<file path="src/rtl/stall_ctrl_if.sv">
// ---------------------------------------------------------------------------
// stall_ctrl_if -- hazard-request / stall-bus bundle for stall_ctrl.
//
// Signals
//   stallreq_for_id  load-use hazard from ID, valid in the same cycle
//   stallreq_for_ex  multi-cycle divide resident in EX
//   div_ready        one-cycle "divider result valid" pulse
//   clear_cnt        synchronous clear of the stall performance counter
//   stall            stall bus, bit0=PC .. bit5=WB, 1 = stop
//   div_start        one-cycle start pulse to the shared divider
//   stall_cnt        saturating count of cycles with stall[0]=1
//   div_timeout      sticky divider-watchdog flag
//
// Modports
//   master  pipeline side: raises requests, consumes the stall bus
//   slave   stall_ctrl side
// ---------------------------------------------------------------------------
interface stall_ctrl_if #(
   parameter int STALL_W = 6,
   parameter int CNT_W   = 16
);
   logic               stallreq_for_id;
   logic               stallreq_for_ex;
   logic               div_ready;
   logic               clear_cnt;
   logic [STALL_W-1:0] stall;
   logic               div_start;
   logic [CNT_W-1:0]   stall_cnt;
   logic               div_timeout;

   modport master (
      output stallreq_for_id, stallreq_for_ex, div_ready, clear_cnt,
      input  stall, div_start, stall_cnt, div_timeout
   );

   modport slave (
      input  stallreq_for_id, stallreq_for_ex, div_ready, clear_cnt,
      output stall, div_start, stall_cnt, div_timeout
   );
endinterface

</file>
<file path="src/rtl/stall_ctrl.sv">
// ---------------------------------------------------------------------------
// stall_ctrl -- pipeline stall controller.
//
// Resolves load-use hazards (bubble into EX) and multi-cycle divides
// (hold through EX while the shared divider is busy, bubble into MEM).
// A watchdog forces the divider hold to release after DIV_TIMEOUT BUSY
// cycles and latches a sticky div_timeout flag.  A saturating counter
// tracks how many cycles the PC was stalled.
//
// Ports
//   clk   single clock, all state updates on its rising edge
//   rst   asynchronous, active-high reset
//   bus   stall_ctrl_if.slave (requests in, stall bus / status out)
//
// Parameters
//   STALL_W      stall bus width
//   DIV_TIMEOUT  max BUSY cycles before a forced divider release
//   CNT_W        stall performance counter width
// ---------------------------------------------------------------------------
module stall_ctrl #(
   parameter int STALL_W     = 6,
   parameter int DIV_TIMEOUT = 40,
   parameter int CNT_W       = 16
) (
   input logic         clk,
   input logic         rst,
   stall_ctrl_if.slave bus
);

   // Wait counter only needs to reach DIV_TIMEOUT-1.
   localparam int WAIT_W = (DIV_TIMEOUT > 2) ? $clog2(DIV_TIMEOUT) : 1;
   localparam logic [WAIT_W-1:0] WAIT_LAST = WAIT_W'(DIV_TIMEOUT - 1);

   // Stall encodings: ID_BUBBLE holds PC/IF/ID, EX_HOLD additionally holds EX.
   localparam logic [STALL_W-1:0] STALL_NONE = '0;
   localparam logic [STALL_W-1:0] STALL_ID   = STALL_W'(6'b000111);
   localparam logic [STALL_W-1:0] STALL_EX   = STALL_W'(6'b001111);

   localparam logic [0:0] ST_IDLE = 1'b0;
   localparam logic [0:0] ST_BUSY = 1'b1;

   logic [0:0]         state_q;
   logic [0:0]         state_d;
   logic [WAIT_W-1:0]  wait_q;
   logic [WAIT_W-1:0]  wait_d;
   logic [CNT_W-1:0]   cnt_q;
   logic               timeout_q;
   logic               timeout_set;
   logic [STALL_W-1:0] stall_c;
   logic               start_c;

   // Release-cycle stall: a pending load-use hazard still needs its bubble.
   logic [STALL_W-1:0] release_stall;
   assign release_stall = bus.stallreq_for_id ? STALL_ID : STALL_NONE;

   // -----------------------------------------------------------------------
   // Next-state and stall decode
   // -----------------------------------------------------------------------
   // NOTE: every signal gets a default before the case so no path leaves a
   // value unassigned -- otherwise synthesis infers a latch.
   always_comb begin
      state_d     = state_q;
      wait_d      = wait_q;
      stall_c     = STALL_NONE;
      start_c     = 1'b0;
      timeout_set = 1'b0;

      case (state_q)
         ST_IDLE: begin
            // EX request wins over ID; the ID hazard is seen again after release.
            if (bus.stallreq_for_ex) begin
               stall_c = STALL_EX;
               start_c = 1'b1;
               state_d = ST_BUSY;
               wait_d  = '0;
            end else if (bus.stallreq_for_id) begin
               stall_c = STALL_ID;
            end
         end

         ST_BUSY: begin
            // Only div_ready or the watchdog ends the hold; requests are ignored.
            if (bus.div_ready || (wait_q == WAIT_LAST)) begin
               stall_c     = release_stall;
               state_d     = ST_IDLE;
               timeout_set = ~bus.div_ready;
            end else begin
               stall_c = STALL_EX;
               wait_d  = wait_q + 1'b1;
            end
         end

         default: begin
            state_d = ST_IDLE;
         end
      endcase

      // Outputs must read as quiet for the whole time reset is held, not
      // just after the registers have cleared.
      if (rst) begin
         stall_c = STALL_NONE;
         start_c = 1'b0;
      end
   end

   // -----------------------------------------------------------------------
   // FSM, wait counter and watchdog flag
   // -----------------------------------------------------------------------
   // NOTE: sequential state uses non-blocking assignments so every register
   // samples the pre-edge values, independent of statement order.
   always_ff @(posedge clk or posedge rst) begin
      if (rst) begin
         state_q   <= ST_IDLE;
         wait_q    <= '0;
         timeout_q <= 1'b0;
      end else begin
         state_q <= state_d;
         wait_q  <= wait_d;
         if (timeout_set) begin
            timeout_q <= 1'b1;
         end
      end
   end

   // -----------------------------------------------------------------------
   // Saturating stall counter; clear beats increment
   // -----------------------------------------------------------------------
   always_ff @(posedge clk or posedge rst) begin
      if (rst) begin
         cnt_q <= '0;
      end else if (bus.clear_cnt) begin
         cnt_q <= '0;
      end else if (stall_c[0] && (cnt_q != '1)) begin
         cnt_q <= cnt_q + 1'b1;
      end
   end

   assign bus.stall       = stall_c;
   assign bus.div_start   = start_c;
   assign bus.stall_cnt   = cnt_q;
   assign bus.div_timeout = timeout_q;

   // -----------------------------------------------------------------------
   // Protocol properties
   // -----------------------------------------------------------------------
   // A start pulse is only ever issued from IDLE and never on two cycles in a row.
   a_start_idle : assert property (@(posedge clk) disable iff (rst)
      bus.div_start |-> (state_q == ST_IDLE));

   a_start_single : assert property (@(posedge clk) disable iff (rst)
      bus.div_start |=> !bus.div_start);

endmodule

</file>
<file path="src/flat_wrapper.sv">
// flat-port wrapper written by rule: the top's interface ports become plain ports
module stall_ctrl_flat 
#(
   parameter int STALL_W     = 6,
   parameter int DIV_TIMEOUT = 40,
   parameter int CNT_W       = 16
)
  (clk, rst, bus_stallreq_for_id, bus_stallreq_for_ex, bus_div_ready, bus_clear_cnt, bus_stall, bus_div_start, bus_stall_cnt, bus_div_timeout);
  stall_ctrl_if #(.STALL_W(STALL_W), .CNT_W(CNT_W)) bus_i ();
  input logic clk;
  input logic rst;
  input wire logic [$bits(bus_i.stallreq_for_id)-1:0] bus_stallreq_for_id;
  input wire logic [$bits(bus_i.stallreq_for_ex)-1:0] bus_stallreq_for_ex;
  input wire logic [$bits(bus_i.div_ready)-1:0] bus_div_ready;
  input wire logic [$bits(bus_i.clear_cnt)-1:0] bus_clear_cnt;
  output wire logic [$bits(bus_i.stall)-1:0] bus_stall;
  output wire logic [$bits(bus_i.div_start)-1:0] bus_div_start;
  output wire logic [$bits(bus_i.stall_cnt)-1:0] bus_stall_cnt;
  output wire logic [$bits(bus_i.div_timeout)-1:0] bus_div_timeout;
  assign bus_i.stallreq_for_id = bus_stallreq_for_id;
  assign bus_i.stallreq_for_ex = bus_stallreq_for_ex;
  assign bus_i.div_ready = bus_div_ready;
  assign bus_i.clear_cnt = bus_clear_cnt;
  assign bus_stall = bus_i.stall;
  assign bus_div_start = bus_i.div_start;
  assign bus_stall_cnt = bus_i.stall_cnt;
  assign bus_div_timeout = bus_i.div_timeout;
  stall_ctrl #(.STALL_W(STALL_W), .DIV_TIMEOUT(DIV_TIMEOUT), .CNT_W(CNT_W)) u_core (.clk(clk), .rst(rst), .bus(bus_i));
endmodule
</file>
<file path="config.mk">
export PLATFORM = sky130hd
export DESIGN_NAME = stall_ctrl_flat
export DESIGN_NICKNAME = d
export VERILOG_FILES = /design/src/rtl/stall_ctrl_if.sv /design/src/rtl/stall_ctrl.sv /design/src/flat_wrapper.sv
export SDC_FILE = /design/constraint.sdc
export NUM_CORES = 1
export LEC_CHECK = 0
export ABC_AREA = 1
export BUFFER_PORTS_ARGS = -buffer_cell sky130_fd_sc_hd__buf_4
export CAP_MARGIN = 40
export CELL_PAD_IN_SITES_DETAIL_PLACEMENT = 1
export CELL_PAD_IN_SITES_GLOBAL_PLACEMENT = 2
export CORE_MARGIN = 5
export CORE_UTILIZATION = 35
export CTS_CLUSTER_SIZE = 8
export DETAILED_ROUTE_END_ITERATION = 8
export PLACE_DENSITY_LB_ADDON = 0.15
export SYNTH_ARGS = -nofsm -noshare
export SYNTH_HDL_FRONTEND = slang
export SYNTH_SLANG_ARGS = --single-unit
</file>
<file path="constraint.sdc">
create_clock -name clk -period 4.99 [get_ports clk]
set_clock_uncertainty 0.1 [all_clocks]
set_input_delay 0 -clock clk [delete_from_list [all_inputs] [get_ports clk]]
set_output_delay 0 -clock clk [all_outputs]
set_load 0.01 [all_outputs]
</file>
Yosys cells after proc, flatten, opt, wreduce, memory -nomap -nowiden
Index checks and enable logic that the tools add are counted.
- eq/ne operators: 4
- bitwise operators: 2
- $add $sub $neg: 2
- reduce and logical (&&, ||, !) cells: 4
- multiplexer cells: 17
- operators by type and width (operator ; count):
    two-way mux 16 bit ; 2
    two-way mux 6 bit ; 4
    case mux 6 bit (2 select lines) ; 2
    adder 16 x 1 -> 16 bit (second input constant) ; 1
    inequality test 16 bit (second input constant) ; 1
    adder 6 x 1 -> 6 bit (second input constant) ; 1
    equality test 6 bit (second input constant) ; 1
    two-way mux 1 bit ; 6
    two-way mux 4 bit ; 1
    inequality test 2 bit (second input constant) ; 2
    two-way mux 3 bit ; 1
    NOT 1 bit ; 2
    case mux 1 bit (2 select lines) ; 1
    AND reduction 2 bit ; 1
    nonzero test 2 bit ; 1
    logical AND 1 bit ; 1
    logical OR 1 bit ; 1
- register bits: 24
- output and inout bits: 24
- logic and storage cells: 33
- input port bits: 6

Longest topological paths before layout
Gate-level depths: netlist of run 1.
- depth after elaboration: 8
- gate-level depth with buffers: 12
- depth with buffers taken out: 11

Worst setup path after synthesis of run 1
OpenSTA, ideal clock, no wires.
- path type: reg-to-reg
- start point: register u_core.wait_q[0]
- end point: register u_core.cnt_q[5] (netlist: u_core.bus.stall_cnt[5])
- setup slack: 3334 ps
- buffers on the path: 1
- stages on the path, launching flop included: 13
- setup time: 118 ps
- arrival time: 1438 ps
- clock period less this slack: 1656 ps
- data required time: 4772 ps
- cell sequence: dfrtp_1 > ha_1 > nand2_2 > nor2_4 > nand2_2 > nand2_2 > nand2_4 > nand2_4 > nand2_8 > nand2_8 > buf_12 > nand3_1 > nand2_1
- word-level cells in the longest chain between the ends: 7
- ends and longest elaborated chain (item ; RTL line ; text):
    from (decl) ; stall_ctrl.sv:44 ; logic [WAIT_W-1:0] wait_q;
    from (signal assigned) ; stall_ctrl.sv:118 ; wait_q <= wait_d;
    equality test 6 bit ; stall_ctrl.sv:83 ; if (bus.div_ready || (wait_q == WAIT_LAST)) begin
    logical OR 1 bit ; stall_ctrl.sv:83 ;
    two-way mux 4 bit ; stall_ctrl.sv:83 ;
    case mux 6 bit (2 select lines) ; stall_ctrl.sv:68 ; case (state_q)
    two-way mux 6 bit ; stall_ctrl.sv:100 ; if (rst) begin
    logical AND 1 bit ; stall_ctrl.sv:133 ; end else if (stall_c[0] && (cnt_q != '1)) begin
    nonzero test 2 bit (no line) ; n/a ;
    to (signal assigned) ; stall_ctrl.sv:134 ; cnt_q <= cnt_q + 1'b1;
    to (decl) ; stall_ctrl.sv:46 ; logic [CNT_W-1:0] cnt_q;
Every way passes these cells.
A chain may end at the register's enable or synchronous reset.

Final worst setup path of run 1
- start point: register u_core.cnt_q[1] (netlist: u_core.bus.stall_cnt[1])
- end point: register u_core.cnt_q[5] (netlist: u_core.bus.stall_cnt[5])
- word-level cells in the longest chain between the ends: 3
- elaborated cells on any way between the ends: 6
- classes of those cells: 1 x add/sub; 1 x eq/ne; 2 x mux; 2 x reduce/logical
- ends and longest elaborated chain (item ; RTL line):
    adder 16 x 1 -> 16 bit or inequality test 16 bit (tied branches) ; stall_ctrl.sv:134, stall_ctrl.sv:133
    two-way mux 16 bit or logical AND 1 bit (tied branches) ; stall_ctrl.sv:133
    two-way mux 16 bit or nonzero test 2 bit (tied branches) ; n/a
Several ways; a longest one is shown, not always the timed one. The select of a mux whose other input is x is not followed.

==> results of run 1 <==
## path summary, 6_finish.rpt
path / cells after the start / from / slack (ps) / end
max in group asynchronous: 4 / rst / 4270 / u_core.bus.stall_cnt[5]$_DFFE_PP0P_
max: 7 / u_core.bus.stall_cnt[1]$_DFFE_PP0P_ / 3070 / u_core.bus.stall_cnt[5]$_DFFE_PP0P_
min in group asynchronous: 4 / rst / 250 / u_core.wait_q[1]$_DFFE_PP0P_
max reg2reg: 7 / u_core.bus.stall_cnt[1]$_DFFE_PP0P_ / 3070 / u_core.bus.stall_cnt[5]$_DFFE_PP0P_
min reg2reg: 1 / u_core.bus.div_timeout$_DFFE_PP0P_ / 380 / u_core.bus.div_timeout$_DFFE_PP0P_
min: 4 / bus_stallreq_for_ex / -2 / u_core.wait_q[3]$_DFFE_PP0P_
## flip-flops by register name, indices dropped and copies added, names as in the netlist
signal and count:
u_core.bus.div_timeout 1, u_core.wait_q 6, u_core.state_q 1, u_core.bus.stall_cnt 16
## power by group
part / total (W) / internal (W) / switching [W]
registers: 0.000218 / 0.000205 / 0.0000128
logic: 0.0000813 / 0.0000291 / 0.0000521
clock network: 0.000138 / 0.0000705 / 0.0000671
total: 0.000437 / 0.000305 / 0.000132
## cell usage after synthesis
cell      count  area (um2)
nand2_1      53       198.9
inv_1        27       101.4
dfrtp_1      24       600.6
nand4_1      22       137.6
nand3_1      21       105.1
nor2_1       13       48.80
nand3_2       7       70.07
xor2_1        7       61.31
nand2_2       6       37.54
nor2_2        5       31.28
buf_4         4       30.03
nor2_4        4       45.04
a21oi_1       3       15.01
o21ai_0       3       15.01
buf_6         2       22.52
ha_1          2       25.02
nand2_4       2       22.52
nand2_8       2       40.04
nor3_1        2       10.01
a31o_2        1       8.760
buf_1         1       3.750
buf_12        1       20.02
clkbuf_4      1       7.510
clkbuf_8      1       13.76
clkinv_1      1       3.750
conb_1        1       3.750
inv_2         1       3.750
nand4_4       1       21.27
nor3_2        1       10.01
o31ai_1       1       7.510
or2_2         1       6.260
## kinds of logic (layout without fill, tap and decap cells)
kind of cell / count (synthesis) / in the layout / synth area share [%]
other cells: 1 / 2 / 0.2170
simple gates: 140 / 140 / 45.40
xor+xnor: 7 / 7 / 3.548
flops: 24 / 24 / 34.76
fa+ha+maj: 2 / 2 / 1.448
compound gates: 8 / 8 / 2.679
buf+inv: 39 / 64 / 11.95
## per-stage QoR
stage	utilization [%]	total power, W	cells	setup WS (ps)	hold slack (ps)
2_1_floorplan	-	0.0002809	222	3334	-52.47
3_3_place_gp	40.55	0.0002988	307	3094	2.878
3_5_place_dp	41.13	0.0003029	308	3078	8.984
4_1_cts	42.71	0.0004434	314	3063	5.760
5_1_grt	42.71	0.0004596	314	2921	44.00
6_report	42.71	0.0004370	314	3070	-1.857
## cell type report
class | instances | area (um2)
fill | 617 | 2724
timing repair buffer | 31 | 257.7
clock buffer | 4 | 55.05
multi-input combinational | 159 | 924.6
tap | 67 | 83.83
inverter | 29 | 108.9
sequential | 24 | 600.6
## layer usage
| metal | share of wire, % | vias to the layer above | wire length, um |
|---|---|---|---|
| met5 | 0 | - | 0 |
| met4 | 0.54 | 0 | 24 |
| met3 | 2.8 | 2 | 124 |
| met2 | 43 | 26 | 1912 |
| met1 | 54 | 738 | 2423 |
| li1 | - | 766 | - |
## critical path: stages (launching register included)
cell and delay, ps:
dfrtp_1 450, ha_1 260, inv_1 90, nor2_4 180
nand4_4 330, nand2_8 280, nand3_1 90, nand2_1 80
==> results_dict.tcl, run 1 <==
set metrics [dict create \
    max_clock_freq_mhz 520.9 \
    area_growth_pct 17.52 \
    io_pins 30 \
    grt_pass1_wl_mm 7.562 \
    met2_usage_pct 21.94 \
    clk_path_buf_depth 2 \
    final_net_count 256 \
    rsz0062_at_grt "false" \
    powerDensity_nw_per_um2 215.2 \
    p_leak_nw 1.039 \
    drtAntennaViolNets 0 \
    place_area_um2 1956 \
    violations "negative hold slack" \
    ys_types 31 \
    cap_violations 0 \
    final_cell_mix "nand2_1 (53), buf_4 (28), inv_1 (27)" \
    cts_tree "built" \
    grt_max_degree 27 \
    num_vias 1532 \
    grt_use_met1_pct 22.65 \
    max_slew_margin_pct 63.79 \
    wl_mm 4.485 \
    viasPerCell 4.879 \
    detail_route.first_pass.iterations 4 \
    holdWs_ps -1.857 \
    grt.overflow.total 0 \
    antenna_found_initial 0 \
    fp.dieH_um 80.26 \
    finalSetupTns_ps 0 \
    ys_warn_count 0 \
    ys_seq_elements 24 \
    place.gp.congestion 0.7272 \
    critPathArrivalTime_ps 2030 \
    synthCells 221 \
    htree_levels 1 \
    cp-end-kind "flip-flop" \
    grt_pass1_vias 1545 \
    numPortBuffers 27 \
    drt_iter0_markers 65 \
    grt.busiest_layer "met1" \
    postLayoutCellArea_um2 2031 \
    rows 25 \
    syn_area_um2 1728 \
    finalHoldViolCount 1 \
    start_util_pct 36.34 \
    hpwl_mm 3.242 \
    diodes 0 \
    crit_type "reg2reg" \
    clk_pin_slew_ps 90 \
    tightest_slew_ps 542.6 \
    clock-sinks 24 \
    finalSetupViolations 0 \
    start_kind "flip-flop" \
    post-route-period-util_pct 38.47 \
    path_max_fanout 17 \
    ir_drop_uv 118.1 \
    grt_usage_pct 14.93 \
    cts_setup_buffers 0 \
    final_common_cell "nand2_1" \
    clock_latency_ps 270 \
    status "finished with violations" \
    min_path_type "in2reg" \
    drive_gt1_share_pct 25.91 \
    period_needed_ps 1920 \
    cts_hold_buf 2 \
    routedWlPerCell_um 14.28 \
    cts_root_buf "clkbuf_8" \
    core_um2 4755 \
    die_w_um 80.26 \
    drc 0 \
    synth.avg_cell_area_um2 7.819 \
    numCtsBuffers 3 \
    seq_area_frac_synth_pct 34.76 \
    required_ps 5100 \
    design.die.area_um2 6442 \
    slew_violations 0 \
    ctsResizeCount 0 \
    met3_usage_pct 1.906 \
]
Note: power is estimated with default switching activity, not from simulation.
==> run 2: changes to the inputs <==
--- a/config.mk
+++ b/config.mk
@@ -11,7 +11,7 @@
 export CELL_PAD_IN_SITES_DETAIL_PLACEMENT = 1
 export CELL_PAD_IN_SITES_GLOBAL_PLACEMENT = 2
 export CORE_MARGIN = 5
-export CORE_UTILIZATION = 35
+export CORE_UTILIZATION = 32
 export CTS_CLUSTER_SIZE = 8
 export DETAILED_ROUTE_END_ITERATION = 8
 export PLACE_DENSITY_LB_ADDON = 0.15
==> constraint.sdc (replaced) <==
create_clock -name clk -period 2 [get_ports clk]
set_clock_uncertainty 0.1 [all_clocks]
set_input_delay 0 -clock clk [delete_from_list [all_inputs] [get_ports clk]]
set_output_delay 0 -clock clk [all_outputs]
set_load 0.01 [all_outputs]
==> run 2 against run 1 <==
  * The flow now finishes without violations
  * Wire length grew 5.7%
  * Via count grew 3.1%
  * Register-to-register slack lost 2900 ps
  * Clock power grew 150%
  * Sequential share of layout area shrank 1.2 points
  * Global-route usage shrank 0.89 points
  * Highest routed layer unchanged
  * Final cell count grew 5.1%
  * Critical endpoint is now bus_stall[2]
  * Clock-buffer cell count is the same
  * Final area grew 4.1%
  * Non-clock buffer count grew 13
==> results_dict.tcl, run 2 (synthesis results as in run 1) <==
set metrics [dict create \
    dp_slack_ps 158.9 \
    drt_iter0_markers 37 \
    cts_tree "built" \
    rsz0062_at_grt "false" \
    finalWorstSetupSlack_ps 175.4 \
    dp_cells 319 \
    die_w_um 83.48 \
    final_cell_mix "nand2_1 (53), buf_4 (41), inv_1 (27)" \
    drtAntennaViolNets 0 \
    path_max_fanout 20 \
    io_pins 30 \
    required_ps 1900 \
    tightest_slew_ps 511.9 \
    wl_mm 4.741 \
    grt_pass1_wl_mm 8.031 \
    place.gp.congestion 0.6983 \
    period_needed_ps 1825 \
    max_clock_freq_mhz 548.1 \
    cpPeakStageDelay_ps 400 \
    ir_drop_uv 199.0 \
    finalHoldViolCount 0 \
    htree_levels 1 \
    cts_root_buf "clkbuf_8" \
    diodes 0 \
    clk_path_buf_depth 2 \
    cp-end-kind "primary output" \
    drc 0 \
    max_slew_margin_pct 65.83 \
    detail_route.first_pass.iterations 4 \
    crit_chain "ha_1 -> nand2_2 -> nor2_4 -> nand2_2 -> nand2_2 -> nand2_4 -> nand2_4 -> nand2_8 -> buf_4" \
    p_leak_nw 1.096 \
    grt_pass1_vias 1585 \
    grt.overflow.total 0 \
    clock-sinks 24 \
    holdWs_ps 159.8 \
    crit_buf_inv 1 \
    core_um2 5172 \
    viasPerCell 4.788 \
    clk_pin_slew_ps 90 \
    final_common_cell "nand2_1" \
    critPathArrivalTime_ps 1720 \
    status "finished clean" \
    stdcell_count 330 \
    final_net_count 269 \
    p_total_w 0.001081 \
    finalSetupViolations 0 \
    crit_slowest_cell "dfrtp_1" \
    slew_violations 0 \
    largest_reg_flops 16 \
    powerDensity_nw_per_um2 511.3 \
    num_vias 1580 \
    cap_violations 0 \
    start_kind "flip-flop" \
    routedWlPerCell_um 14.37 \
    design.die.area_um2 6969 \
    rows 26 \
    post-route-period-util_pct 91.23 \
    drive_gt1_share_pct 29.23 \
    hpwl_mm 3.499 \
    start_util_pct 33.41 \
    min_path_type "in2reg" \
    antenna_found_initial 0 \
    area_growth_pct 22.38 \
    grt_usage_pct 14.04 \
    fp.dieH_um 83.48 \
    numPortBuffers 27 \
    finalSetupTns_ps 0 \
    numCtsBuffers 3 \
    crit_type "reg2out" \
    clock_latency_ps 270 \
    grt_max_degree 33 \
    path_delay_family "simple AND/OR/NAND/NOR gates" \
    cpMostUsedCell "nand2_2" \
]
[run 2: worst min-delay path, delay by kind of cell]
family,cells,cell delay (ps)
buf+inv,3,350
simple gates,2,150
[run 2: final timing paths]
kind	startpoint	slack, ps	endpoint	cells after the start
hold / removal	bus_clear_cnt	160	u_core.bus.stall_cnt[1]$_DFFE_PP0P_	5
setup reg to reg	u_core.wait_q[0]$_DFFE_PP0P_	200	u_core.bus.stall_cnt[14]$_DFFE_PP0P_	11
min in group asynchronous	rst	250	u_core.bus.stall_cnt[9]$_DFFE_PP0P_	3
max in group asynchronous	rst	930	u_core.bus.stall_cnt[8]$_DFFE_PP0P_	4
hold reg to reg	u_core.bus.div_timeout$_DFFE_PP0P_	390	u_core.bus.div_timeout$_DFFE_PP0P_	1
setup / recovery	u_core.wait_q[0]$_DFFE_PP0P_	180	bus_stall[2]	9
[run 2: through the flow]
stage / cell area (um2) / util, %
final: 2115 / 40.88
after global routing: 2115 / 40.88
after CTS: 2085 / 40.30
after detailed placement: 1999 / 38.66
after global placement: 1999 / 38.66
after floorplan: 1732 / -
[run 2: metal layers]
layer	up-vias	GRT usage, %	routed length, um
li1	796	-	-
met1	763	19.11	2261
met2	19	23.18	2380
met3	2	1.678	72
met4	0	4.386	26
met5	-	0	0
[run 2: layout make-up]
class / instances / area (um2)
multi-input combinational: 159 / 924.6
clock buffer: 4 / 55.05
sequential: 24 / 600.6
tap: 70 / 87.58
inverter: 29 / 108.9
fill: 656 / 3058
timing repair buffer: 44 / 337.8
[run 2: report_power, final]
group	leakage, nW	internal, W	switching [W]
Clock	0.0288	0.000176	0.000165
Combinational	0.737	0.0000699	0.000129
Sequential	0.330	0.000512	0.0000291
[run 2: what timing repair did]
action                                  in CTS  in global routing
hold buffers                                 3                  0
setup buffers                                0                  4
endpoints found under the setup margin       0                  3
resized for setup                            0                  0
hold endpoints to repair                    11                  0
